**src/rtl/serial_frame_rx_if.sv**
```systemverilog
// Handshake bundle between a serial frame receiver and its stimulus/consumer side.
// The master side drives the line and the ready; the slave side is the receiver.
interface serial_frame_rx_if #(
   parameter int DATA_W = 4
);
   logic              bit_en;
   logic              serial_in;
   logic              data_ready;
   logic [DATA_W-1:0] data_out;
   logic              data_valid;
   logic              parity_err;
   logic              frame_err;
   logic              overrun;
   logic              busy;

   modport master (
      output bit_en, serial_in, data_ready,
      input  data_out, data_valid, parity_err, frame_err, overrun, busy
   );

   modport slave (
      input  bit_en, serial_in, data_ready,
      output data_out, data_valid, parity_err, frame_err, overrun, busy
   );
endinterface

```
**src/rtl/serial_frame_rx.sv**
```systemverilog
// Start/data/parity/stop deserialiser feeding a one-entry valid/ready output register.
// Line sampling advances only on bit_en cycles; the output handshake runs every clk.
module serial_frame_rx #(
   parameter int DATA_W     = 4,
   parameter int PARITY_EN  = 1,
   parameter int ODD_PARITY = 0
) (
   input  logic                  clk,
   input  logic                  reset,
   serial_frame_rx_if.slave      rx
);
   localparam int CNT_W = $clog2(DATA_W);

   typedef enum logic [2:0] {
      S_IDLE,
      S_DATA,
      S_PARITY,
      S_STOP,
      S_WAIT_HIGH
   } state_e;

   state_e             state_q, state_d;
   logic [CNT_W-1:0]   cnt_q, cnt_d;
   logic [DATA_W-1:0]  shift_q, shift_d;
   logic               par_q, par_d;

   logic [DATA_W-1:0]  data_q, data_d;
   logic               valid_q, valid_d;
   logic               perr_q, perr_d;
   logic               ferr_q, ferr_d;
   logic               overrun_q, overrun_d;

   logic               complete;
   logic               stop_bad;
   logic               parity_bad;
   logic               accept;

   // NOTE: every signal assigned here gets a default first, so no path can leave one unassigned and infer a latch.
   always_comb begin
      state_d  = state_q;
      cnt_d    = cnt_q;
      shift_d  = shift_q;
      par_d    = par_q;
      complete = 1'b0;
      stop_bad = 1'b0;
      if (rx.bit_en) begin
         unique case (state_q)
            S_IDLE: begin
               if (!rx.serial_in) begin
                  state_d = S_DATA;
                  cnt_d   = '0;
               end
            end
            S_DATA: begin
               shift_d[cnt_q] = rx.serial_in;
               cnt_d          = cnt_q + CNT_W'(1);
               if (cnt_q == CNT_W'(DATA_W - 1)) begin
                  state_d = (PARITY_EN != 0) ? S_PARITY : S_STOP;
               end
            end
            S_PARITY: begin
               par_d   = rx.serial_in;
               state_d = S_STOP;
            end
            S_STOP: begin
               complete = 1'b1;
               stop_bad = !rx.serial_in;
               state_d  = rx.serial_in ? S_IDLE : S_WAIT_HIGH;
            end
            S_WAIT_HIGH: begin
               // A held-low line must go high before another start bit counts.
               if (rx.serial_in) state_d = S_IDLE;
            end
            default: state_d = S_IDLE;
         endcase
      end
   end

   // Xor of data and parity bit is 0 for good even parity, 1 for good odd parity.
   assign parity_bad = (PARITY_EN != 0) && ((^shift_q ^ par_q) != (ODD_PARITY != 0));
   assign accept     = valid_q && rx.data_ready;

   always_comb begin
      data_d    = data_q;
      valid_d   = valid_q;
      perr_d    = perr_q;
      ferr_d    = ferr_q;
      overrun_d = 1'b0;
      if (complete && (!valid_q || accept)) begin
         data_d  = shift_q;
         perr_d  = parity_bad;
         ferr_d  = stop_bad;
         valid_d = 1'b1;
      end else begin
         if (accept) valid_d = 1'b0;
         overrun_d = complete;
      end
   end

   // NOTE: sequential state uses non-blocking assignments so every register samples pre-edge values.
   always_ff @(posedge clk) begin
      if (reset) begin
         state_q   <= S_IDLE;
         cnt_q     <= '0;
         shift_q   <= '0;
         par_q     <= 1'b0;
         data_q    <= '0;
         valid_q   <= 1'b0;
         perr_q    <= 1'b0;
         ferr_q    <= 1'b0;
         overrun_q <= 1'b0;
      end else begin
         state_q   <= state_d;
         cnt_q     <= cnt_d;
         shift_q   <= shift_d;
         par_q     <= par_d;
         data_q    <= data_d;
         valid_q   <= valid_d;
         perr_q    <= perr_d;
         ferr_q    <= ferr_d;
         overrun_q <= overrun_d;
      end
   end

   assign rx.data_out   = data_q;
   assign rx.data_valid = valid_q;
   assign rx.parity_err = perr_q;
   assign rx.frame_err  = ferr_q;
   assign rx.overrun    = overrun_q;
   assign rx.busy       = (state_q != S_IDLE);

endmodule

```
**src/flat_wrapper.sv**
```systemverilog
// flat-port wrapper written by rule: the top's interface ports become plain ports
module serial_frame_rx_flat 
#(
   parameter int DATA_W     = 4,
   parameter int PARITY_EN  = 1,
   parameter int ODD_PARITY = 0
)
  (clk, reset, rx_bit_en, rx_serial_in, rx_data_ready, rx_data_out, rx_data_valid, rx_parity_err, rx_frame_err, rx_overrun, rx_busy);
  serial_frame_rx_if #(.DATA_W(DATA_W)) rx_i ();
  input  logic clk;
  input  logic reset;
  input wire logic [$bits(rx_i.bit_en)-1:0] rx_bit_en;
  input wire logic [$bits(rx_i.serial_in)-1:0] rx_serial_in;
  input wire logic [$bits(rx_i.data_ready)-1:0] rx_data_ready;
  output wire logic [$bits(rx_i.data_out)-1:0] rx_data_out;
  output wire logic [$bits(rx_i.data_valid)-1:0] rx_data_valid;
  output wire logic [$bits(rx_i.parity_err)-1:0] rx_parity_err;
  output wire logic [$bits(rx_i.frame_err)-1:0] rx_frame_err;
  output wire logic [$bits(rx_i.overrun)-1:0] rx_overrun;
  output wire logic [$bits(rx_i.busy)-1:0] rx_busy;
  assign rx_i.bit_en = rx_bit_en;
  assign rx_i.serial_in = rx_serial_in;
  assign rx_i.data_ready = rx_data_ready;
  assign rx_data_out = rx_i.data_out;
  assign rx_data_valid = rx_i.data_valid;
  assign rx_parity_err = rx_i.parity_err;
  assign rx_frame_err = rx_i.frame_err;
  assign rx_overrun = rx_i.overrun;
  assign rx_busy = rx_i.busy;
  serial_frame_rx #(.DATA_W(DATA_W), .PARITY_EN(PARITY_EN), .ODD_PARITY(ODD_PARITY)) u_core (.clk(clk), .reset(reset), .rx(rx_i));
endmodule
```
**config.mk**
```make
export PLATFORM = sky130hd
export DESIGN_NAME = serial_frame_rx_flat
export DESIGN_NICKNAME = d
export VERILOG_FILES = /design/src/rtl/serial_frame_rx_if.sv /design/src/rtl/serial_frame_rx.sv /design/src/flat_wrapper.sv
export SDC_FILE = /design/constraint.sdc
export NUM_CORES = 1
export LEC_CHECK = 0
export BUFFER_PORTS_ARGS = -buffer_cell sky130_fd_sc_hd__buf_4
export CAP_MARGIN = 5
export CORE_UTILIZATION = 57
export DETAILED_ROUTE_END_ITERATION = 10
export PLACE_DENSITY = 0.91
export SLEW_MARGIN = 40
export SYNTH_ARGS = -nofsm -noshare
export SYNTH_HDL_FRONTEND = slang
export SYNTH_SLANG_ARGS = --single-unit
```
**constraint.sdc**
```tcl
create_clock -name clk -period 1.81 [get_ports clk]
set_input_delay 0.181 -clock clk [delete_from_list [all_inputs] [get_ports clk]]
set_output_delay 0.181 -clock clk [all_outputs]
set_load 0.01 [all_outputs]
```
== Word-level counts from Yosys, hierarchy flattened ==
Index checks and enable logic that the tools add are counted.

* Register bits: 18
* Bits in latches: 0
* Bits in writable memories: 0
* Bits in read-only memories: 0
* Bits of input ports: 5
* Output and inout bits: 9
* Word-level logic and storage cells: 53
* Memories: 0

* Add/sub/neg operators: 1
* Multiply operators: 0
* Div/mod/pow operators: 0
* Magnitude comparators: 2
* Equality and inequality tests: 8
* Shift-type cells: 0
* Multiplexer cells: 16
* Bitwise logic cells: 1
* Reduce and logical (&&, ||, !) cells: 16

{| class="wikitable"
|+ Operator list
! operator !! number
|-
| $pmux W3 S5 || 1
|-
| $mux W3 || 4
|-
| $mux W1 || 7
|-
| $eq A3 B2 Y1 const B || 2
|-
| $bwmux W4 || 1
|-
| $ne A2 B2 Y1 const B || 2
|-
| $pmux W2 S2 || 1
|-
| $reduce_and A2 Y1 || 2
|-
| $reduce_and A4 Y1 || 1
|-
| $reduce_bool A2 Y1 || 2
|-
| $reduce_xor A4 Y1 || 1
|-
| $eq A3 B1 Y1 const B || 1
|-
| $eq A3 B3 Y1 const B || 1
|-
| $logic_and A1 B1 Y1 || 3
|-
| $logic_not A3 Y1 || 1
|-
| $lt A2 B3 Y1 const B || 1
|-
| $reduce_and A3 Y1 || 1
|-
| $reduce_bool A3 Y1 || 1
|-
| $add A2 B1 Y2 const B || 1
|-
| $demux W1 S2 || 1
|-
| $eq A2 B2 Y1 const B || 1
|-
| $ge A2 B1 Y1 const B || 1
|-
| $logic_not A1 Y1 || 2
|-
| $mux W2 || 1
|-
| 4 further kinds || 4
|}

== Logic depth before layout (Yosys ltp) ==
Gate-level depths: netlist (run 1).

* Depth after elaboration: 5
* Mapped depth: 6
* Gate-level depth less buffers: 5

== Least setup slack after synthesis (run 1) ==
No wires, ideal clock.

* Kind: reg-to-reg
* Start: register u_core.state_q[2]
* End: register u_core.ferr_q, in the netlist u_core.rx.frame_err
* Setup time: 0.128 ns
* Arrival time: 1.051 ns
* Data required time: 1.682 ns
* Setup slack: 0.631 ns
* Cell stages (with the launch flop): 7
* Buffers on the path: 2
* Clock period less this slack: 1.179 ns
* Cell sequence: dfxtp_1 > buf_6 > nand4b_4 > nor2b_2 > buf_6 > mux2i_1 > nor2_1

* Word-level cells in the longest chain between the ends: 4
* Elaborated cells on any way between the ends: 6
* Those cells by class: 1 x eq/ne; 4 x mux; 1 x reduce/logical

{| class="wikitable"
|+ Ends and longest elaborated chain
! item !! line !! source
|-
| start: declaration || serial_frame_rx.sv:22 || <nowiki>state_e state_q, state_d;</nowiki>
|-
| start signal: assignment || serial_frame_rx.sv:113 || <nowiki>state_q <= state_d;</nowiki>
|-
| $eq A3 B2 Y1 * || serial_frame_rx.sv:47 || <nowiki>unique case (state_q)</nowiki>
|-
| $mux W1 || serial_frame_rx.sv:47 ||
|-
| $mux W1 || serial_frame_rx.sv:46 || <nowiki>if (rx.bit_en) begin</nowiki>
|-
| $logic_and A1 B1 Y1 || serial_frame_rx.sv:89 || <nowiki>if (complete && (!valid_q || accept)) begin</nowiki>
|-
| end signal: assignment || serial_frame_rx.sv:120 || <nowiki>ferr_q <= ferr_d;</nowiki>
|-
| end: declaration || serial_frame_rx.sv:30 || <nowiki>logic ferr_q, ferr_d;</nowiki>
|}

Mark *: on every way between the ends. The rest lies on a longest branch, timed or not.
A chain may end at the register's enable or synchronous reset.

== Worst setup path in the final report (run 1) ==
* Start: register u_core.state_q[1]
* End: register u_core.perr_q, in the netlist u_core.rx.parity_err

* Word-level cells in the longest chain between the ends: 4

{| class="wikitable"
|+ Ends and longest elaborated chain
! item !! line !! source
|-
| $eq A3 B2 Y1 || serial_frame_rx.sv:47 ||
|-
| $mux W1 || serial_frame_rx.sv:47 ||
|-
| $mux W1 || serial_frame_rx.sv:46 ||
|-
| $logic_and A1 B1 Y1 || serial_frame_rx.sv:89 ||
|-
| end signal: assignment || serial_frame_rx.sv:119 || <nowiki>perr_q <= perr_d;</nowiki>
|-
| end: declaration || serial_frame_rx.sv:29 || <nowiki>logic perr_q, perr_d;</nowiki>
|}

Every way passes these cells.

==> qor.yml, run 1 <==
place:
  numPortBuffers: 13
  placed_area_um2: 928.4
  dp.final_hpwl_um: 1224
  dp_slack_ns: 0.3141
  globalplace.congestion: 0.8038
route:
  finalWirelength_um: 1644
  route.detailed.vias_per_inst: 5.718
  wirelength_met1_um: 679
  dr.first_iter.drc_count: 12
  top_layer_used: "met4"
  drt_drc_violations_left: 0
  ant_nets: 0
  wl_met2_um: 831
  avgRoutedWirePerCell_um: 14.05
  dr_wl_met3_um: 110
  vias: 669
  firstDrtPassIters: 4
synth:
  synthCells: 93
  seq_area_frac_synth_pct: 41.14
  synth_enable_flop_cells: 0
  synth-seq-cells: 18
  share_of_async_settable_or_async_resettable_flops_after_synthesis_pct: 0
  synth.distinct_cells: 29
  postSynthNetCount: 102
  yosysWarningCount: 0
  post_synth.cell_area_avg_um2: 9.418
  synth_area_um2: 875.8
  dominant_register_cell_in_the_synthesized_netlist: "sky130_fd_sc_hd__dfxtp_1"
sta:
  max_slew_margin_vs_limit_pct: 73.62
  worst_pin_slew_ns: 0.3940
  maxSlewViolCount: 0
  worst_clock_skew_ns: 0.01039
  timing.final.crit_share_pct: 84.08
  finalWorstPathRequiredPeriod_ns: 1.522
  finalSetupTns_ns: 0
  grt_setup_unrepaired: "no"
  timing.final.ws_setup_ns: 0.2882
  setup_violations: 0
  final-hold-violation-count: 0
  fmax_achieved_ghz: 0.6571
pwr:
  clockPowerShare_pct: 35.0
  power_switching_share_pct: 21.69
  power.leakage_nw: 0.4242
  p_switching_mw: 0.1499
  p_int_mw: 0.5411
  total_power_consumption_mw: 0.6910
  p_per_area_mw_per_mm2: 716.3
  worst_vdd_drop_mv: 0.6995
  power_frac_seq_pct: 58.7
  power.share.combinational_pct: 6.3
global_routing:
  grt_pass1_wl_um: 2456
  grt_use_total_pct: 22.79
  maximum_number_of_pins_on_one_net_before_global_route_repair: 19
  grt.overflow.total: 0
  via_count_of_the_first_global_routing_pass: 545
  number_of_antenna_violations_at_the_first_check_in_global_routing: 0
cts:
  insertion_delay_ns: 0.30
  post_cts_buffers: 0
  cts_stage_hold_buffer_count: 0
  cts-root-buf: "sky130_fd_sc_hd__clkbuf_4"
  cts.sinks: 18
  cts_tree: "yes"
  cts_buffers: 3
  cts.clk_slew.worst_paths_ns: 0.10
  post_cts_resize_count: 0
  cts-htree-levels: 1
  maximum_number_of_buffers_from_clock_root_to_sink: 2
setup_path:
  critPathBufInv: 0
  path_delay_family: "simple AND/OR/NAND/NOR gates"
  crit_path_top_delay_cell: "sky130_fd_sc_hd__dfxtp_1"
  timing_worst_setup_path_type: "reg -> reg"
  cp_cell_sequence: "nand4b_4 > nor2b_2 > mux2i_1 > nor2_1"
  setup.worst_path.start_class: "flop"
  worstPathArrival_ns: 1.71
  nature_of_the_critical_path_endpoint: "flop"
  critPathMaxFanout: 9
  critical_path.max_stage_delay_ns: 0.53
  timing.critical_path.required_ns: 2.00
floorplanning:
  initial_utilization_pct: 64.10
  core_area_mm2: 0.001366
  die_w_um: 41.20
  dieArea_mm2: 0.001697
  rows: 13
  die_height_um: 41.20
  design.portCount: 14
cells_and_area:
  drive_above_1_share_pct: 19.61
  post-route-util_pct: 70.60
  diodes: 0
  fillers: 105
  final_net_count: 112
  seqCellArea_um2: 360.3
  multiInputGateArea_um2: 436.7
  synthToLayoutAreaGrowth_pct: 10.14
  design_area_um2: 964.7
run_status:
  status: "completed"
hold_path:
  timing.hold.worst.class: "in -> reg"
job:
  number_of_max_cap_violations: 0
-- path summary, 6_finish.rpt --
check,startpoint,to,slack (ns),cells after the start
worst max-delay path,u_core.state_q[1],u_core.rx.parity_err,0.29,4
worst min-delay path,reset,u_core.state_q[2],0.18,2
worst max register to register,u_core.state_q[1],u_core.rx.parity_err,0.29,4
worst min register to register,u_core.shift_q[2],u_core.shift_q[2],0.50,2
-- metal layers --
layer  vias to the layer above  global-route usage, %
met3                         4                  10.33
met4                         0                  4.839
met1                       314                  25.41
li1                        327                      -
met2                        24                  39.45
met5                         -                      0
-- cells in the mapped netlist, types with 2 or more instances --
library cell               number  area [um2]
sky130_fd_sc_hd__dfxtp_1       18       360.4
sky130_fd_sc_hd__nor2_1        11       41.29
sky130_fd_sc_hd__nand2_1       10       37.54
sky130_fd_sc_hd__mux2i_1        8       80.08
sky130_fd_sc_hd__a21oi_1        7       35.03
sky130_fd_sc_hd__ha_1           4       50.05
sky130_fd_sc_hd__inv_1          4       15.01
sky130_fd_sc_hd__nand3_1        4       20.02
sky130_fd_sc_hd__nor3_1         3       15.01
sky130_fd_sc_hd__buf_4          2       15.01
sky130_fd_sc_hd__buf_6          2       22.52
sky130_fd_sc_hd__clkbuf_1       2       7.510
sky130_fd_sc_hd__nand2b_1       2       12.51
-- through the flow --
stage | hold WS [ns] | instances
after floorplan | 0.3529 | 93
after global placement | 0.4649 | 113
after detailed placement | 0.4887 | 113
after CTS | 0.1753 | 117
after global routing | 0.1687 | 117
final | 0.1799 | 117
-- layout make-up --
class                   instances  share of cell area [%]
clock buffers                   4                   3.761
inverters                       4                   1.556
well taps                      15                   1.946
flip-flops and latches         18                   37.35
repair buffers                 13                   10.12
multi-input cells              63                   45.27
-- power by group through the flow --
stage	registers [mW]	clock network, mW	logic [mW]
finish	0.405	0.242	0.0435
global route	0.406	0.269	0.0478
CTS	0.405	0.249	0.0435
detailed placement	0.414	0	0.0433
global placement	0.414	0	0.0415
floorplan	0.411	0	0.0357
-- layout by cell type (no fill, tap or decap) --
| cell | Yosys | layout |
|---|---|---|
| sky130_fd_sc_hd__nand3_1 | 4 | 4 |
| sky130_fd_sc_hd__nand2_1 | 10 | 10 |
| sky130_fd_sc_hd__xnor3_1 | 1 | 1 |
| sky130_fd_sc_hd__dfxtp_1 | 18 | 18 |
| sky130_fd_sc_hd__nor2_1 | 11 | 11 |
| sky130_fd_sc_hd__clkbuf_4 | 0 | 3 |
| sky130_fd_sc_hd__o311a_1 | 1 | 1 |
| sky130_fd_sc_hd__nor2b_2 | 1 | 1 |
| sky130_fd_sc_hd__a22oi_1 | 1 | 1 |
| sky130_fd_sc_hd__o31ai_1 | 1 | 1 |
| sky130_fd_sc_hd__mux2i_1 | 8 | 8 |
| sky130_fd_sc_hd__a21oi_1 | 7 | 7 |
| sky130_fd_sc_hd__o21ai_0 | 1 | 1 |
| sky130_fd_sc_hd__nand4b_4 | 1 | 1 |
| sky130_fd_sc_hd__nand2b_1 | 2 | 2 |
| sky130_fd_sc_hd__nor3_1 | 3 | 3 |
| sky130_fd_sc_hd__buf_4 | 2 | 13 |
| sky130_fd_sc_hd__and4bb_1 | 1 | 1 |
| sky130_fd_sc_hd__nor3b_2 | 1 | 1 |
| sky130_fd_sc_hd__o21ai_1 | 1 | 1 |
| sky130_fd_sc_hd__xor2_1 | 1 | 1 |
| sky130_fd_sc_hd__ha_1 | 4 | 4 |
| sky130_fd_sc_hd__or3_1 | 1 | 1 |
| sky130_fd_sc_hd__inv_1 | 4 | 4 |
| sky130_fd_sc_hd__clkbuf_8 | 0 | 1 |
| sky130_fd_sc_hd__a31oi_1 | 1 | 1 |
| sky130_fd_sc_hd__xnor2_1 | 1 | 1 |
-- cells by family after synthesis --
family / share of synthesized area (%)
flip-flops: 41.14
adder cells (fa/ha/maj): 5.715
AND/OR/NAND/NOR: 21.71
AO/OA/AOI/OAI: 8.714
XOR/XNOR: 4.572
multiplexers: 9.143
buffers and inverters: 8.998
-- state kept, by name (all words and copies together), names as in the netlist --
signal,count
u_core.rx.data_out,4
u_core.rx.parity_err,1
u_core.state_q,3
u_core.shift_q,4
u_core.cnt_q,2
u_core.rx.overrun,1
u_core.rx.data_valid,1
u_core.par_q,1
u_core.rx.frame_err,1
(Power assumes the default switching activity.)
==> inputs of run 2 (changes only) <==
Settings changed: ABC_AREA set to 1, CORE_ASPECT_RATIO set to 0.8, CORE_UTILIZATION 57 to 54, PLACE_DENSITY 0.91 to 0.87.
Clock period 1.81 ns to 1.5 ns, I/O delays scaled along.
==> run 2 against run 1 <==
Against the previous run: register-to-register slack worse by 0.15 ns; final cell count up 40%; synthesized cell count up 39%; power up 46%; wire length up 3.5%; global-route usage down 1.3 points; first-iteration DRC count rose to 3.3 times the previous value.
==> qor.yml, run 2 <==
synth:
  seq_area_frac_synth_pct: 38.97  # -2.2 points
  synth_area_um2: 924.6  # +5.6%
  share_of_async_settable_or_async_resettable_flops_after_synthesis_pct: 0  # unchanged
  post_synth_most_frequent_cells: "sky130_fd_sc_hd__nand2_1, sky130_fd_sc_hd__dfxtp_1, sky130_fd_sc_hd__inv_1, sky130_fd_sc_hd__nor2_1"
  synth.distinct_cells: 22  # -24%
  dominant_register_cell_in_the_synthesized_netlist: "sky130_fd_sc_hd__dfxtp_1"
  post-synth-top-count-cell: "sky130_fd_sc_hd__nand2_1"
  post_synth.cell_area_avg_um2: 7.168  # -24%
  synth_largest_type_area_fraction_pct: 38.97  # -2.2 points
  synthDominantAreaCellType: "sky130_fd_sc_hd__dfxtp_1"
  synth-seq-cells: 18  # unchanged
  postSynthNetCount: 138  # +35%
  synthCells: 129  # +39%
  synth_enable_flop_cells: 0  # unchanged
  yosysWarningCount: 0  # unchanged
  post_synth_main_area_contributors: "sky130_fd_sc_hd__dfxtp_1, sky130_fd_sc_hd__nand2_1, sky130_fd_sc_hd__inv_1"
floorplanning:
  initial_utilization_pct: 62.21  # -1.9 points
  die_w_um: 48.27  # +17%
  core_area_mm2: 0.001486  # +8.8%
  rows: 12  # -1
  design.portCount: 14  # unchanged
  die_height_um: 39.01  # -5.3%
  dieArea_mm2: 0.001883  # +11%
cts:
  cts-htree-levels: 1  # unchanged
  cts.clk_slew.worst_paths_ns: 0.09  # about the same
  insertion_delay_ns: 0.28  # -0.02 ns
  cts_stage_hold_buffer_count: 0  # unchanged
  cts-root-buf: "sky130_fd_sc_hd__clkbuf_4"
  post_cts_buffers: 0  # unchanged
  cts_tree: "yes"
  cts.sinks: 18  # unchanged
  post_cts_resize_count: 0  # unchanged
  maximum_number_of_buffers_from_clock_root_to_sink: 2  # unchanged
  cts_buffers: 3  # unchanged
sta:
  worst_pin_slew_ns: 0.3428  # -0.05118 ns
  setup_violations: 0  # unchanged
  grt_setup_unrepaired: "no"
  timing.final.crit_share_pct: 93.59
  timing.final.ws_setup_ns: 0.09609  # -0.1921 ns
  finalWorstPathRequiredPeriod_ns: 1.404
  worst_clock_skew_ns: 0.001682  # -0.008705 ns
  finalSetupTns_ns: 0  # unchanged
  max_slew_margin_vs_limit_pct: 77.06  # +3.4 points
  maxSlewViolCount: 0  # unchanged
  final-hold-violation-count: 0  # unchanged
  fmax_achieved_ghz: 0.7123
pwr:
  worst_vdd_drop_mv: 0.6958  # -0.53%
  power.leakage_nw: 0.4794  # +13%
  total_power_consumption_mw: 1.009  # +46%
  p_per_area_mw_per_mm2: 956.5  # +34%
cells_and_area:
  fillers: 120  # +14%
  design_area_mm2: 0.001055  # +9.3%
  synthToLayoutAreaGrowth_pct: 14.07
  leading_cell_types_in_the_layout_fill_and_taps_excluded: "sky130_fd_sc_hd__nand2_1, sky130_fd_sc_hd__nor2_1, sky130_fd_sc_hd__inv_1, sky130_fd_sc_hd__dfxtp_1, sky130_fd_sc_hd__buf_4"
  final_net_count: 154  # +38%
  mostFrequentLayoutCell: "sky130_fd_sc_hd__nand2_1"
  diodes: 0  # unchanged
  drive_above_1_share_pct: 18.88  # -0.73 points
route:
  dr.first_iter.drc_count: 40  # +28
  route.detailed.vias_per_inst: 5.073  # -11%
  drt_drc_violations_left: 0  # unchanged
  avgRoutedWirePerCell_um: 10.37  # -26%
  ant_nets: 0  # unchanged
  firstDrtPassIters: 4  # unchanged
  vias: 832  # +24%
  finalWirelength_um: 1701  # +3.5%
setup_path:
  setup.worst_path.start_class: "flop"
  critical_path.reg2reg.startpoint: "u_core.state_q[0]"
  regToRegEndpoint: "u_core.rx.data_out[0]"
  reg2reg_slack_ns: 0.14  # -0.15 ns
  critPathMaxFanout: 7  # -2
  cp-startpoint: "u_core.state_q[0]"
  worstPathArrival_ns: 1.25  # -0.46 ns
  worstSetupEndpoint: "rx_busy"
  timing.critical_path.required_ns: 1.35  # -0.65 ns
  timing_worst_setup_path_type: "reg -> out"
  r2r.worst_path.cells: 5  # +1
  nature_of_the_critical_path_endpoint: "output port"
global_routing:
  grt_pass1_wl_um: 2718  # +11%
  grt_use_total_pct: 21.54  # -1.3 points
  grt.overflow.total: 0  # unchanged
  number_of_antenna_violations_at_the_first_check_in_global_routing: 0  # unchanged
  via_count_of_the_first_global_routing_pass: 691  # +27%
  maximum_number_of_pins_on_one_net_before_global_route_repair: 11  # -8
place:
  globalplace.congestion: 0.7989  # -0.61%
  dp.final_hpwl_um: 1303  # +6.5%
  dp_slack_ns: 0.1610  # -0.1530 ns
  numPortBuffers: 13  # unchanged
  placed_area_mm2: 0.001032  # +11%
run_status:
  status: "completed"
hold_path:
  timing.hold.worst.class: "in -> reg"
job:
  number_of_max_cap_violations: 0  # unchanged
[run 2: changes by cell type in the layout (fill, tap and decap cells not counted), moves of 4 or more]
cell | previous run | this run
sky130_fd_sc_hd__mux2i_1 | 8 | 0
sky130_fd_sc_hd__nand3_1 | 4 | 9
sky130_fd_sc_hd__nand2_1 | 10 | 28
sky130_fd_sc_hd__o21ai_0 | 1 | 5
sky130_fd_sc_hd__inv_1 | 4 | 18
sky130_fd_sc_hd__nor2_1 | 11 | 18
[run 2: layout make-up]
| class | instances | area (um2) | share of cell area, % |
|---|---|---|---|
| clock buffer | 3 | 22.52 | 2.135 |
| inverter | 18 | 67.56 | 6.406 |
| multi-input combinational | 90 | 473.0 | 44.84 |
| sequential | 18 | 360.3 | 34.16 |
| tap | 21 | 26.28 | 2.491 |
| timing repair buffer | 14 | 105.1 | 9.964 |
[run 2: logic make-up (layout without fill, tap and decap cells)]
logic type | after synthesis | in the layout | share of synthesized area, %
compound gates | 19 | 19 | 11.50
xor+xnor | 1 | 1 | 0.9474
fa+ha+maj | 4 | 4 | 5.413
buf+inv | 21 | 35 | 9.877
flops | 18 | 18 | 38.97
simple gates | 66 | 66 | 33.29
[run 2: worst min path at each step]
stage                          from           endpoint  cells past startpoint
final                         reset  u_core.shift_q[2]                      2
after global routing          reset  u_core.shift_q[0]                      2
after CTS                     reset  u_core.shift_q[2]                      2
after detailed placement      reset  u_core.shift_q[2]                      2
after global placement        reset    u_core.cnt_q[0]                      2
after floorplan           rx_bit_en       u_core.par_q                      2
[run 2: per-layer routing]
metal | global-route usage (%) | vias to the layer above | wire (um)
met4 | 6.944 | 0 | 9
met1 | 24.37 | 371 | 752
met5 | 0 | - | 0
li1 | - | 433 | -
met2 | 37.33 | 26 | 828
met3 | 7.009 | 2 | 111
[run 2: report_power, final]
part	internal [mW]	switching [mW]	total, mW
Sequential	0.505	0.0330	0.538
Combinational	0.0896	0.153	0.243
Clock	0.0933	0.135	0.228
[run 2: through the flow]
stage                     hold slack [ns]  instances  utilization, %
after CTS                         0.07862        164           70.96
final                             0.08878        164           70.96
after global routing              0.08674        164           70.96
after floorplan                    0.3297        129               -
after global placement             0.3938        161           69.44
after detailed placement           0.3940        161           69.44
[run 2: worst max-delay path, stage by stage (launching register included)]
cell and delay, ns:
sky130_fd_sc_hd__dfxtp_1 0.40, sky130_fd_sc_hd__nor2_1 0.33, sky130_fd_sc_hd__nand2_1 0.09, sky130_fd_sc_hd__buf_4 0.15
==> inputs of run 3 (changes only) <==
Settings changed: REMOVE_ABC_BUFFERS set to 1.
==> run 3 against run 2 <==
Against the previous run: utilization grew 0.93 points; clock power rose by 28%; design area grew 1.3%; sequential power is essentially flat; clock-buffer cell count grew 1; combinational power shrank 2%; final cell count is 0.61% higher; die area did not move; via count is 0.12% lower; power rose by 5.9%; clock skew about the same; global-route usage is 0.86 points higher; critical endpoint unchanged; largest power group unchanged.
==> qor.yml, run 3 (synthesis results as in run 2) <==
cells_and_area:
  drive_above_1_share_pct: 19.44  # +0.56 points
  post-route-util_pct: 71.89  # +0.93 points
  final_net_count: 154  # unchanged
  leading_cell_types_in_the_layout_fill_and_taps_excluded: "sky130_fd_sc_hd__nand2_1, sky130_fd_sc_hd__nor2_1, sky130_fd_sc_hd__inv_1, sky130_fd_sc_hd__dfxtp_1, sky130_fd_sc_hd__buf_4"
  synthToLayoutAreaGrowth_pct: 15.56
  diodes: 0  # unchanged
  mostFrequentLayoutCell: "sky130_fd_sc_hd__nand2_1"
global_routing:
  via_count_of_the_first_global_routing_pass: 714  # +3.3%
  grt_use_total_pct: 22.39  # +0.86 points
  grt.overflow.total: 0  # unchanged
  number_of_antenna_violations_at_the_first_check_in_global_routing: 0  # unchanged
  grt_pass1_wl_um: 2856  # +5.1%
  maximum_number_of_pins_on_one_net_before_global_route_repair: 12  # +1
sta:
  worst_clock_skew_ns: 0.001369  # -0.0003131 ns
  fmax_achieved_ghz: 0.7393  # +3.8%
  final-hold-violation-count: 0  # unchanged
  timing.final.crit_share_pct: 90.18  # -3.4 points
  finalSetupTns_ns: 0  # unchanged
  max_slew_margin_vs_limit_pct: 81.31  # +4.2 points
  worst_pin_slew_ns: 0.2793  # -0.06349 ns
  timing.hold.ws_ns: 0.1005  # +0.01169 ns
  grt_setup_unrepaired: "no"
  finalWorstPathRequiredPeriod_ns: 1.353  # -0.05129 ns
  maxSlewViolCount: 0  # unchanged
  setup_violations: 0  # unchanged
setup_path:
  regToRegEndpoint: "u_core.rx.data_out[0]"
  path_delay_family: "flip-flops"
  reg2reg_slack_ns: 0.22  # +0.08 ns
  crit_path_top_delay_cell: "sky130_fd_sc_hd__dfxtp_1"
  worstPathArrival_ns: 1.20  # -0.05 ns
  setup.worst_path.start_class: "flop"
  nature_of_the_critical_path_endpoint: "output port"
  critical_path.max_stage_delay_ns: 0.40  # about the same
  logic_depth_of_the_worst_path_buffers_included: 3  # unchanged
  critPathBufInv: 1  # unchanged
  timing.critical_path.required_ns: 1.35  # about the same
  critical_path.reg2reg.startpoint: "u_core.state_q[0]"
  r2r.worst_path.cells: 6  # +1
  critPathMaxFanout: 7  # unchanged
  cp_cell_sequence: "nor2_1 > nand2_1 > buf_4"
  timing_worst_setup_path_type: "reg -> out"
cts:
  cts_stage_hold_buffer_count: 0  # unchanged
  cts-root-buf: "sky130_fd_sc_hd__clkbuf_4"
  cts.clk_slew.worst_paths_ns: 0.10  # about the same
  insertion_delay_ns: 0.29  # about the same
  cts-htree-levels: 1  # unchanged
  post_cts_buffers: 0  # unchanged
  post_cts_resize_count: 0  # unchanged
  cts_buffers: 3  # unchanged
  maximum_number_of_buffers_from_clock_root_to_sink: 2  # unchanged
  cts_tree: "yes"
  cts.sinks: 18  # unchanged
floorplanning:
  core_area_mm2: 0.001486  # unchanged
  die_w_um: 48.27  # unchanged
  rows: 12  # unchanged
  die_height_um: 39.01  # unchanged
  dieArea_mm2: 0.001883  # unchanged
  initial_utilization_pct: 62.21  # unchanged
  design.portCount: 14  # unchanged
pwr:
  worst_vdd_drop_mv: 0.6196  # -11%
  total_power_consumption_mw: 1.068  # +5.9%
  power.leakage_nw: 0.4865  # +1.5%
  p_per_area_mw_per_mm2: 999.9  # +4.5%
route:
  vias: 831  # -0.12%
  route.detailed.vias_per_inst: 5.036  # -0.73%
  drt_drc_violations_left: 0  # unchanged
  ant_nets: 0  # unchanged
  firstDrtPassIters: 4  # unchanged
  finalWirelength_um: 1684  # -1.0%
  avgRoutedWirePerCell_um: 10.21  # -1.6%
  dr.first_iter.drc_count: 27  # -33%
hold_path:
  hold_depth: 2  # unchanged
  timing.hold.worst.class: "in -> reg"
  timing.hold.worst_endpoint: "u_core.shift_q[3]"
  hold_start: "reset"
job:
  number_of_max_cap_violations: 0  # unchanged
run_status:
  status: "completed"
place:
  dp.final_hpwl_um: 1278  # -1.9%
  globalplace.congestion: 0.8086  # +1.2%
  numPortBuffers: 13  # unchanged
run 3: through the flow:
stage | cells | worst slack [ns] | cell area (um2)
6_report | 165 | 0.1474 | 1069
5_1_grt | 165 | 0.06370 | 1069
4_1_cts | 165 | 0.1419 | 1069
3_5_place_dp | 161 | 0.2600 | 1032
3_3_place_gp | 161 | 0.2813 | 1032
2_1_floorplan | 126 | 0.2757 | 900.9
run 3: final cells by class:
cell class	count	area (um2)
Clock buffer	4	36.28
Fill cell	125	417.9
Inverter	18	67.56
Multi-Input combinational cell	90	473.0
Sequential cell	18	360.3
Tap cell	21	26.28
Timing Repair Buffer	14	105.1
run 3: per-layer routing:
| layer | share of wire [%] | global-route usage, % | wire, um | vias up |
|---|---|---|---|---|
| li1 | - | - | - | 436 |
| met1 | 47 | 26.91 | 792 | 373 |
| met2 | 48 | 37.67 | 807 | 22 |
| met3 | 5.0 | 8.411 | 84 | 0 |
| met4 | 0 | 4.167 | 0 | 0 |
| met5 | 0 | 0 | 0 | - |
run 3: power breakdown:
group / total [mW] / internal (mW) / leakage [nW] / switching [mW]
clock network: 0.292 / 0.148 / 0.0210 / 0.144
logic: 0.237 / 0.0897 / 0.320 / 0.148
registers: 0.539 / 0.505 / 0.146 / 0.0343
total: 1.07 / 0.742 / 0.487 / 0.326
run 3: how the worst max path moves through the flow:
stage                                  from                    end  slack (ns)
after global routing      u_core.state_q[0]                rx_busy        0.06
after CTS                 u_core.state_q[0]                rx_busy        0.14
final                     u_core.state_q[0]                rx_busy        0.15
after detailed placement  u_core.state_q[0]  u_core.rx.data_out[1]        0.26
after global placement    u_core.state_q[0]  u_core.rx.data_out[1]        0.28
after floorplan           u_core.state_q[0]  u_core.rx.data_out[0]        0.28
